### src/rtl/spi_ctrl_pkg.sv
// Shared opcode constants and the command-sequencer state encoding.
package spi_ctrl_pkg;

    localparam logic [3:0] OP_WRITE     = 4'h1;
    localparam logic [3:0] OP_WRITE_INC = 4'h2;

    typedef enum logic [1:0] {
        IDLE   = 2'd0,
        HEADER = 2'd1,
        DATA   = 2'd2,
        DROP   = 2'd3
    } state_t;

endpackage

### src/rtl/spi_cmd_ctrl_if.sv
// Write-bus handshake. wr_valid/wr_ready: a transfer happens in every cycle where both are high;
// wr_addr/wr_data stay stable while wr_valid is high and the transfer has not happened.
interface spi_cmd_ctrl_if #(
    parameter int width      = 16,
    parameter int addr_width = 8
);
    logic                  wr_valid;
    logic                  wr_ready;
    logic [addr_width-1:0] wr_addr;
    logic [width-1:0]      wr_data;

    modport master (output wr_valid, output wr_addr, output wr_data, input wr_ready);
    modport slave  (input wr_valid, input wr_addr, input wr_data, output wr_ready);
endinterface

### src/rtl/spi_wr_slot.sv
// One-entry write holding register: loads when free or draining this cycle, else flags overrun.
module spi_wr_slot #(
    parameter int width      = 16,
    parameter int addr_width = 8
) (
    input  logic                  clk,
    input  logic                  reset,
    input  logic                  load_req,
    input  logic [addr_width-1:0] load_addr,
    input  logic [width-1:0]      load_data,
    output logic                  load,
    output logic                  overrun,
    spi_cmd_ctrl_if.master        bus
);
    logic                  valid_q;
    logic [addr_width-1:0] addr_q;
    logic [width-1:0]      data_q;
    logic                  accept;
    logic                  free;

    assign accept  = valid_q && bus.wr_ready;
    assign free    = !valid_q || accept;
    assign load    = load_req && free;
    assign overrun = load_req && !free;

    always_ff @(posedge clk or posedge reset) begin
        if (reset) begin
            valid_q <= 1'b0;
            addr_q  <= '0;
            data_q  <= '0;
        end else if (load) begin
            valid_q <= 1'b1;
            addr_q  <= load_addr;
            data_q  <= load_data;
        end else if (accept) begin
            valid_q <= 1'b0;
        end
    end

    assign bus.wr_valid = valid_q;
    assign bus.wr_addr  = addr_q;
    assign bus.wr_data  = data_q;
endmodule

### src/rtl/spi_cmd_ctrl.sv
// Frame parser: header word selects opcode/address, data words become bus writes.
module spi_cmd_ctrl
    import spi_ctrl_pkg::*;
#(
    parameter int width      = 16,
    parameter int addr_width = 8
) (
    input  logic             clk,
    input  logic             reset,
    input  logic             new_transfer,
    input  logic             transfer_done,
    input  logic             data_ready,
    input  logic [width-1:0] rx_word,
    spi_cmd_ctrl_if.master   bus,
    output logic [7:0]       frame_count,
    output logic             err_opcode,
    output logic             err_overrun,
    input  logic             clear_err,
    output state_t           dbg_state
);
    state_t                state_q, state_d, state_after;
    logic [addr_width-1:0] addr_q;
    logic                  mode_inc_q;
    logic                  hdr_load, op_err, load_req, count_inc;
    logic                  slot_load, slot_overrun;
    logic [3:0]            opcode;

    assign opcode = rx_word[width-1 -: 4];

    always_comb begin
        state_d     = state_q;
        state_after = state_q;
        hdr_load    = 1'b0;
        op_err      = 1'b0;
        load_req    = 1'b0;
        count_inc   = 1'b0;
        if (new_transfer) begin
            state_d = HEADER;
        end else begin
            case (state_q)
                HEADER: if (data_ready) begin
                    if (opcode == OP_WRITE || opcode == OP_WRITE_INC) begin
                        hdr_load    = 1'b1;
                        state_after = DATA;
                    end else begin
                        op_err      = 1'b1;
                        state_after = DROP;
                    end
                end
                DATA:    load_req = data_ready;
                default: ;
            endcase
            state_d = state_after;
            // The word arriving with nCS rising is handled first, so a frame that just entered DATA counts.
            if (transfer_done) begin
                state_d   = IDLE;
                count_inc = (state_after == DATA);
            end
        end
    end

    always_ff @(posedge clk or posedge reset) begin
        if (reset) begin
            state_q     <= IDLE;
            addr_q      <= '0;
            mode_inc_q  <= 1'b0;
            frame_count <= '0;
            err_opcode  <= 1'b0;
            err_overrun <= 1'b0;
        end else begin
            state_q <= state_d;
            if (hdr_load) begin
                addr_q     <= rx_word[addr_width-1:0];
                mode_inc_q <= (opcode == OP_WRITE_INC);
            end else if (slot_load && mode_inc_q) begin
                addr_q <= addr_q + 1'b1;
            end
            if (count_inc) frame_count <= frame_count + 8'd1;
            err_opcode  <= op_err || (err_opcode && !clear_err);
            err_overrun <= slot_overrun || (err_overrun && !clear_err);
        end
    end

    spi_wr_slot #(.width(width), .addr_width(addr_width)) u_slot (
        .clk       (clk),
        .reset     (reset),
        .load_req  (load_req),
        .load_addr (addr_q),
        .load_data (rx_word),
        .load      (slot_load),
        .overrun   (slot_overrun),
        .bus       (bus)
    );

    assign dbg_state = state_q;
endmodule

### src/flat_wrapper.sv
// flat-port wrapper written by rule: the top's interface ports become plain ports
module spi_cmd_ctrl_flat import spi_ctrl_pkg::*;
#(
    parameter int width      = 16,
    parameter int addr_width = 8
)
  (clk, reset, new_transfer, transfer_done, data_ready, rx_word, frame_count, err_opcode, err_overrun, clear_err, dbg_state, bus_wr_valid, bus_wr_addr, bus_wr_data, bus_wr_ready);
  spi_cmd_ctrl_if #(.width(width), .addr_width(addr_width)) bus_i ();
  input  logic clk;
  input  logic reset;
  input  logic new_transfer;
  input  logic transfer_done;
  input  logic data_ready;
  input  logic [width-1:0] rx_word;
  output logic [7:0] frame_count;
  output logic err_opcode;
  output logic err_overrun;
  input  logic clear_err;
  output state_t dbg_state;
  output wire logic [$bits(bus_i.wr_valid)-1:0] bus_wr_valid;
  output wire logic [$bits(bus_i.wr_addr)-1:0] bus_wr_addr;
  output wire logic [$bits(bus_i.wr_data)-1:0] bus_wr_data;
  input wire logic [$bits(bus_i.wr_ready)-1:0] bus_wr_ready;
  assign bus_wr_valid = bus_i.wr_valid;
  assign bus_wr_addr = bus_i.wr_addr;
  assign bus_wr_data = bus_i.wr_data;
  assign bus_i.wr_ready = bus_wr_ready;
  spi_cmd_ctrl #(.width(width), .addr_width(addr_width)) u_core (.clk(clk), .reset(reset), .new_transfer(new_transfer), .transfer_done(transfer_done), .data_ready(data_ready), .rx_word(rx_word), .bus(bus_i), .frame_count(frame_count), .err_opcode(err_opcode), .err_overrun(err_overrun), .clear_err(clear_err), .dbg_state(dbg_state));
endmodule
### config.mk
export PLATFORM = sky130hd
export DESIGN_NAME = spi_cmd_ctrl_flat
export DESIGN_NICKNAME = d
export VERILOG_FILES = /design/src/rtl/spi_ctrl_pkg.sv /design/src/rtl/spi_cmd_ctrl_if.sv /design/src/rtl/spi_wr_slot.sv /design/src/rtl/spi_cmd_ctrl.sv /design/src/flat_wrapper.sv
export SDC_FILE = /design/constraint.sdc
export NUM_CORES = 1
export LEC_CHECK = 0
export BUFFER_PORTS_ARGS = -buffer_cell sky130_fd_sc_hd__buf_4
export CAP_MARGIN = 10
export CORE_MARGIN = 4
export CORE_UTILIZATION = 45
export CTS_CLUSTER_SIZE = 28
export DETAILED_ROUTE_END_ITERATION = 16
export HOLD_SLACK_MARGIN = 0.12
export PLACE_DENSITY_LB_ADDON = 0.05
export SLEW_MARGIN = 25
export SYNTH_ARGS = -nofsm -noshare
export SYNTH_HDL_FRONTEND = slang
export SYNTH_SLANG_ARGS = --single-unit
### constraint.sdc
create_clock -name clk -period 2.1 [get_ports clk]
set_input_delay 0.105 -clock clk [delete_from_list [all_inputs] [get_ports clk]]
set_output_delay 0.105 -clock clk [all_outputs]
set_load 0.05 [all_outputs]
==> flow_metrics.py <==
metrics = {
    "timing": {
        "hold_viol": 0,
        "relSlewSlack": 0.483,
        "tns_ns": 0,
        "fin_crit_ns": 1.94,
        "timing.hold.ws_ns": 0.222,
        "fmax_mhz": 517,
        "rsz0062_at_grt": "no",
        "period_share": 0.922,
        "slew_viol_final": 0,
        "fin_worst_skew_ns": 0.00498,
        "setup_viol": 0,
        "worst_pin_slew_ns": 0.774,
    },
    "detailed_routing": {
        "vias": 1601,
        "wire_per_inst_um": 15.1,
        "wirelength_mm": 4.58,
        "drtIter0Drc": 88,
        "dr.pass1.iters": 4,
        "avgViaCountPerCell": 5.28,
        "detail-route-antenna-nets": 0,
        "post-route-drc-count": 0,
    },
    "cts": {
        "cts_tree": "built",
        "worstSkewPairLatency_ns": 0.30,
        "post_cts_buffers": 0,
        "clkTransAtPathRegs_ns": 0.08,
        "postCtsHoldBufs": 22,
        "root_buffer": "clkbuf_8",
        "post_cts_resized": 0,
        "cts.path.max_buffers": 2,
        "ctsHtreeMaxLevel": 2,
        "numCtsBuffers": 5,
        "cts.sinks": 46,
    },
    "logic_synthesis": {
        "async_flop_share": 1.00,
        "seq_area_frac_synth": 0.557,
        "yosys_warnings": 0,
        "synth_edf_count": 0,
        "syn_inst": 163,
        "netlist_area_um2": 2070,
        "synth.distinct_cells": 37,
        "ys_seq_elements": 46,
        "syn_nets": 188,
        "yosys_most_used_dff": "dfrtp_1",
        "postSynthAreaPerCell_um2": 12.7,
    },
    "job": {
        "max_cap_viol_count": 0,
    },
    "setup_path": {
        "cp-end-kind": "flip-flop",
        "crit_arrival_ns": 2.12,
        "path_class": "in -> reg",
        "cp-startpoint": "rx_word[15]",
        "cp-start-kind": "input pin",
        "cp.required_ns": 2.29,
        "critPathMaxFanout": 7,
        "r2r-start": "u_core.dbg_state[0]",
    },
    "global_route": {
        "grt_max_degree": 39,
        "overflow": 0,
        "track_usage": 0.177,
        "antenna_found_initial": 0,
        "grt_pass1_vias": 1670,
        "grt_pass1_wl_mm": 7.60,
    },
    "floorplanning": {
        "die-area_um2": 5740,
        "die_h_um": 75.8,
        "die_w_um": 75.8,
        "design.core.area_um2": 4380,
        "start_util": 0.471,
        "ioPinCount": 60,
        "fp-row-count": 24,
    },
    "cells_and_area": {
        "multiInputGateArea_um2": 875,
        "fin_nets": 275,
        "area_growth_pct": 39.6,
        "final_util": 0.658,
        "ff_latch_area_um2": 1150,
        "layout.filler_cells": 351,
        "drive_above_1_share": 0.414,
        "diodes": 0,
    },
    "pwr": {
        "total_power_uw": 2500,
        "cellPowerDensity_nw_per_um2": 868,
        "ir_worst_vdd_mv": 0.584,
        "leakage_uw": 0.00144,
    },
    "placement": {
        "place.gp.congestion": 0.866,
        "portBuffers": 59,
        "dpl.hpwl_mm": 3.27,
    },
    "min_path": {
        "hold_class": "in -> reg",
        "min_from": "bus_wr_ready",
    },
    "status": {
        "status": "completed",
    },
}
==> cell usage after synthesis, types with 2 or more instances <==
| cell | instances | share of area |
|---|---|---|
| a31oi_1 | 2 | 0.0061 |
| nand3_1 | 9 | 0.022 |
| nor4_1 | 3 | 0.0091 |
| nor2_1 | 6 | 0.011 |
| mux2_2 | 25 | 0.14 |
| ha_1 | 2 | 0.012 |
| nand2_1 | 9 | 0.016 |
| buf_4 | 2 | 0.0073 |
| mux2i_1 | 4 | 0.019 |
| nor2b_1 | 2 | 0.0061 |
| inv_1 | 4 | 0.0073 |
| nand3_2 | 2 | 0.0097 |
| a22oi_1 | 2 | 0.0073 |
| nor3_1 | 5 | 0.012 |
| and3_1 | 3 | 0.0091 |
| nor3b_1 | 2 | 0.0073 |
| dfrtp_1 | 46 | 0.56 |
| o21ai_0 | 5 | 0.012 |
| nand2b_1 | 2 | 0.0061 |
| buf_2 | 2 | 0.0048 |
| a221o_1 | 4 | 0.019 |
| xor2_1 | 7 | 0.030 |
==> registers in the layout, indices dropped and copies added (netlist names) <==
register / count
u_core.u_slot.bus.wr_addr: 8
u_core.mode_inc_q: 1
u_core.frame_count: 8
u_core.err_overrun: 1
u_core.addr_q: 8
u_core.u_slot.bus.wr_valid: 1
u_core.dbg_state: 2
u_core.u_slot.bus.wr_data: 16
u_core.err_opcode: 1
==> metal layers <==
metal / up-vias / share of wire / GRT usage / wire length, um
met3: 6 / 0.058 / 0.0488 / 265
met5: - / 0 / 0 / 0
met4: 0 / 0.016 / 0.0699 / 71
met2: 44 / 0.52 / 0.308 / 2400
met1: 784 / 0.40 / 0.206 / 1850
li1: 767 / - / - / -
==> critical path, cell delays in order <==
cell and delay (ns):
dlygate4sd3_1 0.54, buf_4 0.14, nor2_1 0.38, a41oi_2 0.34, nor2_1 0.26, mux2_2 0.35
==> report_power, final <==
group / internal, uW / switching (uW) / leakage [uW]
clock: 266 / 287 / 0.0000482
combinational: 296 / 501 / 0.000784
sequential: 1020 / 127 / 0.000605
==> through the flow <==
stage | area (um2) | setup slack [ns] | std cells
after global placement | 2570 | 0.314 | 273
after detailed placement | 2570 | 0.276 | 273
after floorplan | 2070 | 0.0359 | 163
after global routing | 2880 | 0.0776 | 303
final | 2880 | 0.164 | 303
after CTS | 2880 | 0.167 | 303
==> cells by family after synthesis <==
kind of cell	share of synthesized area
adders and majority gates	0.0121
and+or+nand+nor	0.147
buffers and inverters	0.0194
xor gates and xnor gates	0.0376
muxes	0.156
DFF	0.557
AOI/OAI and AO/OA	0.0715
==> path summary, 6_finish.rpt <==
| kind | end | slack [ns] | depth (start not counted) |
|---|---|---|---|
| setup / recovery | u_core.frame_count[1] | 0.16 | 6 |
| hold / removal | u_core.u_slot.bus.wr_valid | 0.22 | 3 |
| setup reg to reg | u_core.addr_q[4] | 0.27 | 4 |
| hold reg to reg | u_core.frame_count[7] | 0.47 | 1 |
| max in group asynchronous | u_core.u_slot.bus.wr_data[1] | 0.95 | 4 |
| min in group asynchronous | u_core.err_overrun | 0.51 | 3 |
==> cell type report <==
| type | count | share of cell area |
|---|---|---|
| Sequential cell | 46 | 0.399 |
| Multi-Input combinational cell | 109 | 0.303 |
| Timing Repair Buffer | 84 | 0.238 |
| Clock buffer | 7 | 0.0299 |
| Tap cell | 52 | 0.0226 |
| Inverter | 4 | 0.00521 |
| Clock inverter | 1 | 0.00174 |
==> cell usage in the layout (no fill, tap or decap), drive strengths merged, types with 2 or more instances in the layout <==
cell type / n
clkbuf: 7
a22oi: 2
nor3b: 2
and3: 3
nand2: 10
nand2b: 2
mux2: 25
nor4: 3
a221o: 4
xor2: 8
mux2i: 4
inv: 4
o21ai: 5
buf: 62
nor3: 5
dlygate4sd3: 22
nor2: 6
nor2b: 2
ha: 2
a31oi: 2
nand3: 11
dfrtp: 46
(Power assumes the default switching activity.)
